File: src/rtl/core_seq_if.sv
// Host-side bundle for the core run sequencer: run descriptor and handshake in,
// per-cycle core instruction word and run status out.
interface core_seq_if #(parameter int addr_w = 11);
    logic              start;
    logic              mode;
    logic              acc;
    logic [addr_w-1:0] w_base;
    logic [addr_w-1:0] x_base;
    logic [addr_w-1:0] p_base;
    logic [addr_w-1:0] n_act;
    logic              ofifo_valid;
    logic [34:0]       inst;
    logic              busy;
    logic              done;

    modport master (
        output start, mode, acc, w_base, x_base, p_base, n_act, ofifo_valid,
        input  inst, busy, done
    );

    modport slave (
        input  start, mode, acc, w_base, x_base, p_base, n_act, ofifo_valid,
        output inst, busy, done
    );
endinterface

File: src/rtl/core_seq.sv
// Run sequencer: expands one start request and descriptor into the 35-bit core
// instruction stream (weight load, activation stream, OFIFO drain to SRAM1).
module core_seq #(
    parameter int row    = 8,
    parameter int col    = 8,
    parameter int addr_w = 11
) (
    input  logic       clk,
    input  logic       reset,
    core_seq_if.slave  bus
);
    localparam int          cw        = addr_w + 1;
    localparam logic [34:0] idle_word = 35'h3_0018_0000;

    typedef enum logic [2:0] {
        IDLE, W_RD, W_LD, W_DRAIN, X_RD, EXEC, READ, DONE
    } state_t;

    state_t            state_reg, state_next;
    logic [cw-1:0]     cnt_reg, cnt_next;
    logic              mode_reg, mode_next;
    logic              acc_reg, acc_next;
    logic [addr_w-1:0] w_base_reg, w_base_next;
    logic [addr_w-1:0] x_base_reg, x_base_next;
    logic [addr_w-1:0] p_base_reg, p_base_next;
    logic [addr_w-1:0] n_act_reg, n_act_next;
    logic [cw-1:0]     n_ext;
    logic              fire;
    logic [cw-1:0]     p_idx;
    logic [cw-1:0]     lim;
    logic [addr_w-1:0] base;
    logic [34:0]       inst_reg, inst_next;
    logic              busy_reg, done_reg;

    assign n_ext = {1'b0, n_act_reg};

    // cnt_reg indexes the word currently on inst; in READ it counts writes issued.
    always_comb begin
        state_next  = state_reg;
        cnt_next    = cnt_reg + cw'(1);
        mode_next   = mode_reg;
        acc_next    = acc_reg;
        w_base_next = w_base_reg;
        x_base_next = x_base_reg;
        p_base_next = p_base_reg;
        n_act_next  = n_act_reg;
        fire        = 1'b0;
        p_idx       = '0;
        unique case (state_reg)
            IDLE: begin
                cnt_next = '0;
                if (bus.start) begin
                    state_next  = W_RD;
                    mode_next   = bus.mode;
                    acc_next    = bus.acc;
                    w_base_next = bus.w_base;
                    x_base_next = bus.x_base;
                    p_base_next = bus.p_base;
                    n_act_next  = bus.n_act;
                end
            end
            W_RD: if (cnt_reg == cw'(row)) begin
                state_next = W_LD;
                cnt_next   = '0;
            end
            W_LD: if (cnt_reg == cw'(row - 1)) begin
                state_next = W_DRAIN;
                cnt_next   = '0;
            end
            W_DRAIN: if (cnt_reg == cw'(row + col - 1)) begin
                state_next = (n_act_reg == '0) ? DONE : X_RD;
                cnt_next   = '0;
            end
            X_RD: if (cnt_reg == n_ext) begin
                state_next = EXEC;
                cnt_next   = '0;
            end
            EXEC: if (cnt_reg == n_ext - cw'(1)) begin
                state_next = READ;
                cnt_next   = '0;
            end
            READ: begin
                if (cnt_reg == n_ext) begin
                    state_next = DONE;
                    cnt_next   = '0;
                end else begin
                    cnt_next = cnt_reg;
                end
            end
            DONE: begin
                state_next = IDLE;
                cnt_next   = '0;
            end
            default: begin
                state_next = IDLE;
                cnt_next   = '0;
            end
        endcase
        // The OFIFO is show-ahead, so a valid word is popped and written in one cycle.
        if (state_next == READ && bus.ofifo_valid) begin
            fire     = 1'b1;
            p_idx    = cnt_next;
            cnt_next = cnt_next + cw'(1);
        end
    end

    // Output word for the coming cycle, built from the next state so it can be registered.
    always_comb begin
        inst_next = idle_word;
        lim       = cw'(row);
        base      = w_base_next;
        if (state_next != IDLE)
            inst_next[2] = mode_next;
        case (state_next)
            W_RD, X_RD: begin
                if (state_next == X_RD) begin
                    lim  = {1'b0, n_act_next};
                    base = x_base_next;
                end
                if (cnt_next < lim) begin
                    inst_next[20]   = 1'b0;
                    inst_next[18:8] = base + cnt_next[addr_w-1:0];
                end
                // SRAM0 data lands one cycle after the read, so the FIFO write lags by one.
                if (cnt_next != '0) begin
                    if (mode_next) inst_next[6] = 1'b1;
                    else           inst_next[3] = 1'b1;
                end
            end
            W_LD, EXEC: begin
                if (state_next == W_LD) inst_next[0] = 1'b1;
                else                    inst_next[1] = 1'b1;
                if (mode_next) inst_next[5] = 1'b1;
                else           inst_next[4] = 1'b1;
            end
            READ: begin
                inst_next[34] = acc_next;
                if (fire) begin
                    inst_next[7]     = 1'b1;
                    inst_next[33]    = 1'b0;
                    inst_next[32]    = 1'b0;
                    inst_next[31:21] = p_base_next + p_idx[addr_w-1:0];
                end
            end
            default: ;
        endcase
    end

    always_ff @(posedge clk or negedge reset) begin
        if (!reset) begin
            state_reg  <= IDLE;
            cnt_reg    <= '0;
            mode_reg   <= 1'b0;
            acc_reg    <= 1'b0;
            w_base_reg <= '0;
            x_base_reg <= '0;
            p_base_reg <= '0;
            n_act_reg  <= '0;
            inst_reg   <= idle_word;
            busy_reg   <= 1'b0;
            done_reg   <= 1'b0;
        end else begin
            state_reg  <= state_next;
            cnt_reg    <= cnt_next;
            mode_reg   <= mode_next;
            acc_reg    <= acc_next;
            w_base_reg <= w_base_next;
            x_base_reg <= x_base_next;
            p_base_reg <= p_base_next;
            n_act_reg  <= n_act_next;
            inst_reg   <= inst_next;
            busy_reg   <= (state_next != IDLE);
            done_reg   <= (state_next == DONE);
        end
    end

    assign bus.inst = inst_reg;
    assign bus.busy = busy_reg;
    assign bus.done = done_reg;
endmodule

File: src/flat_wrapper.sv
// flat-port wrapper written by rule: the top's interface ports become plain ports
module core_seq_flat 
#(
    parameter int row    = 8,
    parameter int col    = 8,
    parameter int addr_w = 11
)
  (clk, reset, bus_start, bus_mode, bus_acc, bus_w_base, bus_x_base, bus_p_base, bus_n_act, bus_ofifo_valid, bus_inst, bus_busy, bus_done);
  core_seq_if #(.addr_w(addr_w)) bus_i ();
  input  logic clk;
  input  logic reset;
  input wire logic [$bits(bus_i.start)-1:0] bus_start;
  input wire logic [$bits(bus_i.mode)-1:0] bus_mode;
  input wire logic [$bits(bus_i.acc)-1:0] bus_acc;
  input wire logic [$bits(bus_i.w_base)-1:0] bus_w_base;
  input wire logic [$bits(bus_i.x_base)-1:0] bus_x_base;
  input wire logic [$bits(bus_i.p_base)-1:0] bus_p_base;
  input wire logic [$bits(bus_i.n_act)-1:0] bus_n_act;
  input wire logic [$bits(bus_i.ofifo_valid)-1:0] bus_ofifo_valid;
  output wire logic [$bits(bus_i.inst)-1:0] bus_inst;
  output wire logic [$bits(bus_i.busy)-1:0] bus_busy;
  output wire logic [$bits(bus_i.done)-1:0] bus_done;
  assign bus_i.start = bus_start;
  assign bus_i.mode = bus_mode;
  assign bus_i.acc = bus_acc;
  assign bus_i.w_base = bus_w_base;
  assign bus_i.x_base = bus_x_base;
  assign bus_i.p_base = bus_p_base;
  assign bus_i.n_act = bus_n_act;
  assign bus_i.ofifo_valid = bus_ofifo_valid;
  assign bus_inst = bus_i.inst;
  assign bus_busy = bus_i.busy;
  assign bus_done = bus_i.done;
  core_seq #(.row(row), .col(col), .addr_w(addr_w)) u_core (.clk(clk), .reset(reset), .bus(bus_i));
endmodule
File: config.mk
export PLATFORM = sky130hd
export DESIGN_NAME = core_seq_flat
export DESIGN_NICKNAME = d
export VERILOG_FILES = /design/src/rtl/core_seq_if.sv /design/src/rtl/core_seq.sv /design/src/flat_wrapper.sv
export SDC_FILE = /design/constraint.sdc
export NUM_CORES = 1
export LEC_CHECK = 0
export BUFFER_PORTS_ARGS = -buffer_cell sky130_fd_sc_hd__buf_2
export CAP_MARGIN = 20
export CORE_UTILIZATION = 25
export CTS_BUF_LIST = sky130_fd_sc_hd__clkbuf_16
export CTS_CLUSTER_SIZE = 20
export DETAILED_ROUTE_END_ITERATION = 10
export GPL_TIMING_DRIVEN = 0
export SYNTH_ARGS = -nofsm -noshare
export SYNTH_HDL_FRONTEND = slang
export SYNTH_SLANG_ARGS = --single-unit
File: constraint.sdc
create_clock -name clk -period 5.44 [get_ports clk]
set_input_delay 0.816 -clock clk [delete_from_list [all_inputs] [get_ports clk]]
set_output_delay 0.816 -clock clk [all_outputs]
set_load 0.1 [all_outputs]
### Word-level counts from Yosys, hierarchy flattened

Cells that the tools add are included.

* word-level logic and storage cells: 97
* bits in registers: 97

* reductions and logical operators: 8
* eq/ne operators: 18
* $add $sub $neg: 5
* muxes and demuxes: 54
* magnitude comparators: 1

Operator list (count)
* 11-bit 2-to-1 mux: 14
* 12-bit 2-to-1 mux: 8
* 12-bit case mux with 7 select lines: 1
* 12-bit by 1-bit adder with 12-bit output (second input constant): 2
* 12-bit by 4-bit equality test with 1-bit output (second input constant): 2
* 3-bit equality test (second input constant): 8
* 3-bit case mux with 8 select lines: 1
* 11-bit adder: 2
* 3-bit 2-to-1 mux: 7
* 1-bit 2-to-1 mux: 18
* 14-bit 2-to-1 mux: 1
* 13-bit 2-to-1 mux: 1
* 12-bit by 11-bit equality test with 1-bit output: 1
* 12-bit equality test: 1
* 12-bit by 3-bit equality test with 1-bit output (second input constant): 1
* 12-bit < comparator: 1
* 12-bit nonzero test: 1
* 11-bit by 1-bit subtractor with 12-bit output (second input constant): 1
* 11-bit logical NOT: 1
* 3-bit by 2-bit equality test with 1-bit output (second input constant): 3
* 3-bit by 1-bit equality test with 1-bit output (second input constant): 2
* 2-bit 2-to-1 mux: 3
* 2-bit OR reduction: 3
* 3-bit logical NOT: 1
* other kinds (2): 2

### Longest topological paths before layout

* word-level depth: 10
* gate-level depth with buffers: 27
* gate-level depth less buffers: 26

### Least setup slack after synthesis

Ideal clock, no wire load.

* kind: flip-flop to flip-flop
* start point: register u_core.n_act_reg[0]
* end point: register u_core.inst_reg[18], in the netlist u_core.bus.inst[18]
* stages on the path, launching flop included: 26
* path slack: 0.106 ns
* buffers on the path: 1
* setup time: 0.073 ns
* required time: 5.367 ns
* arrival: 5.261 ns
* cell sequence: dfrtp_1 -> inv_1 -> ha_1 -> or3b_2 -> o41a_1 -> or4b_1 -> o21ai_2 -> buf_2 -> a21o_1 -> nand2_1 -> ha_1 -> nor2_1 -> nor2b_1 -> fa_1 -> a21oi_1 -> nor2_1 -> nor2_1 -> o21bai_1 -> a21oi_1 -> o21bai_1 -> a21oi_1 -> o21bai_1 -> a21oi_1 -> xnor2_1 -> xnor2_1 -> nor2b_1

* longest elaborated chain between the ends: 10
* elaborated cells on any way between the ends: 31
* those cells by class: add/sub: 3; order compare: 1; eq/ne: 5; mux: 19; reduce/logical: 3

RTL lines
* start, declared: line core_seq.sv:26 `logic [addr_w-1:0] n_act_reg, n_act_next;`
* start signal, assigned: line core_seq.sv:170 `n_act_reg <= n_act_next;`
* branches (longest 6 deep; another with 11-bit by 1-bit subtractor with 12-bit output)
* 12-bit 2-to-1 mux *: line core_seq.sv:100 `if (state_next == READ && bus.ofifo_valid) begin`
* via u_core.cnt_next[1]: line core_seq.sv:20 `logic [cw-1:0] cnt_reg, cnt_next;`
* 11-bit adder / 12-bit < comparator (equally long branches): line core_seq.sv:122, core_seq.sv:120
* 11-bit 2-to-1 mux *: line core_seq.sv:120 `if (cnt_next < lim) begin`
* 11-bit 2-to-1 mux *: line core_seq.sv:114 `case (state_next)`
* via u_core.inst_next[18]: line core_seq.sv:32 `logic [34:0] inst_reg, inst_next;`
* end signal, assigned: line core_seq.sv:159 `inst_reg <= idle_word;`
* end signal, assigned: line core_seq.sv:171 `inst_reg <= inst_next;`
* end, declared: line core_seq.sv:32

Mark *: on every way through the listed nets, which the timed path passes. The select of a mux whose other input is x is not followed.

### Worst setup path in the final report

* start point: register u_core.n_act_reg[7]
* end point: register u_core.inst_reg[15], in the netlist u_core.bus.inst[15]

* longest elaborated chain between the ends: 10
* elaborated cells on any way between the ends: 31
* those cells by class: add/sub: 3; order compare: 1; eq/ne: 5; mux: 19; reduce/logical: 3

RTL lines (line)
* branches (longest 6 deep; another with 11-bit by 1-bit subtractor with 12-bit output)
* 12-bit 2-to-1 mux *: core_seq.sv:100
* via u_core.cnt_next[9]: core_seq.sv:20
* 12-bit < comparator *: core_seq.sv:120
* 11-bit 2-to-1 mux *: core_seq.sv:120
* 11-bit 2-to-1 mux *: core_seq.sv:114
* via u_core.inst_next[15]: core_seq.sv:32

Marks and branches as above.

==> metrics.txt <==
final instance area=7820 um2; VDD IR max=0.000137 V; die height=160 um; top cells by area, synth=dfrtp_1 (38%), mux2_2 (9.0%), ha_1 (7.0%); setup violators final=0; MaxCap Viol Count=0; Mean Syn Cell Area=9.91 um2; wire per inst=16.3 um; Fin. Hold Viols=0; Crit. Startpoint=u_core.n_act_reg[7]; total number of vias=5018; Slew @ Worst Pin=0.896 ns; WL final=17500 um; post-route ant nets=0; TritonCTS buffer count=9; Worst-Skew Late Latency=0.37 ns; HP Class=input port to async pin; I/O Pins=87; Sink Count=96; largest net degree at the start of global routing=70; Die Wd=160 um; Syn. warnings=0; Synth Flop Type=dfrtp_1; RR Startpoint=u_core.n_act_reg[7]; # nets final=829; syn_nets=715; initial DRC count=282; status=finished clean; layout cell share with drive strength beyond 1=0.351; DRC violations left=0; Max Root-Sink Buffers=2; gpl congestion=0.869; CTS tree=done; grt total ovfl=0; CP max FO=10; register area=2410 um2; FF+latch count, synth=96; Critical Path AT=5.54 ns; Worst-path clk slew=0.08 ns; Initial Util=0.255; EDFF count, synth=0; CP Class=register to register; DIE AREA=25500 um2; most common cell after layout, fill and taps aside=dfrtp_1; Synth async-reset ratio=1.00; initial antenna violation count=0; detailed placement HPWL=13200 um; final-layout fill cell count=2548; Layout Skew=0.0134 ns; fin crit period=5.24 ns; Lkg Pwr=3.56 nW; max frequency=191 MHz; type of origin of the critical path=register; Post-DP Area=7100 um2; DR vias/cell=4.69; sequential-to-total area share from yosys stat=0.386; critical path required time=5.74 ns; synth unique cells=80; Root Driver=clkbuf_16; Synth Instances=628; global-route wire length before repair=27400 um; Core Box Area=24400 um2; Synth top area share=0.378; number of flip-flops in the largest register=33; most frequent cells in the layout=dfrtp_1 (91), buf_2 (87), nor2_1 (51); mapped cell area=6220 um2; Area growth syn-to-layout=25.7%; pwr dens=199 nW/um2; final period utilization=0.963; row count=57; first-pass iteration count of the detailed router=4; Pins Over Slew Limit=0; PortBufs=85; H-tree Lvls=3; Worst slew margin=0.398; CP Capture Type=register; Total GRT Usage=0.139; Inserted Diodes=0; number of global-route vias before repair=4946; Multi-input gate area=3800 um2; largest area contributor in the netlist=dfrtp_1; overall power=0.00155 W
cells in the mapped netlist, drive strengths merged, types with 14 or more instances:
| master | instances |
|---|---|
| a21oi | 33 |
| clkbuf | 22 |
| dfrtp | 94 |
| ha | 35 |
| inv | 31 |
| mux2 | 50 |
| nand2 | 41 |
| nand3 | 18 |
| nor2 | 55 |
| o21ai | 21 |
| xnor2 | 38 |
| xor2 | 14 |
path summary, 6_finish.rpt:
kind | end | cells after the start | slack (ns)
min | u_core.bus.done | 1 | 0.38
min in group clk | u_core.acc_reg | 1 | 0.50
max reg2reg | u_core.bus.inst[15] | 18 | 0.20
max | u_core.bus.inst[15] | 18 | 0.20
min reg2reg | u_core.acc_reg | 1 | 0.50
max in group asynchronous | u_core.bus.inst[20] | 2 | 4.35
critical path, stage by stage (launching register included):
cell and delay [ns]:
dfrtp_2 0.47, or4_4 0.60, or3_4 0.41, nor4b_4 0.15
o41ai_2 0.42, o21ai_4 0.12, buf_4 0.19, a221oi_4 0.37
buf_4 0.19, o2111ai_2 0.18, and4bb_1 0.36, xnor2_2 0.16
ha_1 0.28, a21oi_1 0.15, nor2b_1 0.05, or4_1 0.41
or3_4 0.37, buf_6 0.16, nor2_1 0.12
power by group:
part	leakage (nW)	internal, W	switching, W
Combinational	2.18	0.0000633	0.0000786
Sequential	1.23	0.000732	0.0000109
Clock	0.148	0.000329	0.000338
per-layer routing:
metal / global-route usage / share of wire / up-vias
met5: 0 / 0 / -
met4: 0.0516 / 0.019 / 0
met3: 0.0247 / 0.051 / 21
met2: 0.215 / 0.46 / 107
met1: 0.193 / 0.47 / 2409
li1: - / - / 2481
repair_timing:
item / in CTS / in global routing
endpoints found under the setup margin: 13 / 14
resized for setup: 28 / 47
hold endpoints to repair: 0 / 0
buffers inserted: 8 / 9
hold buffers: 0 / 0
pin swaps: 8 / 20
cell type report:
class	instances	share of cell area
plain buffers	29	0.0211
clock buffers	9	0.0288
clock inverters	7	0.0115
inverters	32	0.0157
multi-input cells	469	0.486
flip-flops and latches	96	0.308
well taps	324	0.0518
repair buffers	105	0.0765
logic make-up (layout without fill, tap and decap cells):
family,count (synthesis),count (layout),share of synthesized area
and+or+nand+nor,201,201,0.175
AOI/OAI and AO/OA,126,126,0.151
DFF,96,96,0.386
buffers and inverters,63,182,0.0434
xor gates and xnor gates,52,52,0.0732
muxes,52,52,0.0937
adders and majority gates,37,37,0.0768
other,1,1,0.000603
through the flow:
stage	instances	utilization	worst slack [ns]	TNS [ns]	hold WS, ns
detailed placement	1040	0.291	-0.898	-7.03	0.481
CTS	1062	0.311	0.0343	0	0.397
floorplan	628	-	0.106	0	0.466
finish	1071	0.321	0.202	0	0.376
global route	1071	0.321	-0.0400	-0.0437	0.407
global placement	1037	0.289	-1.51	-15.55	0.477
No activity file was read; power rests on OpenSTA's default activity.
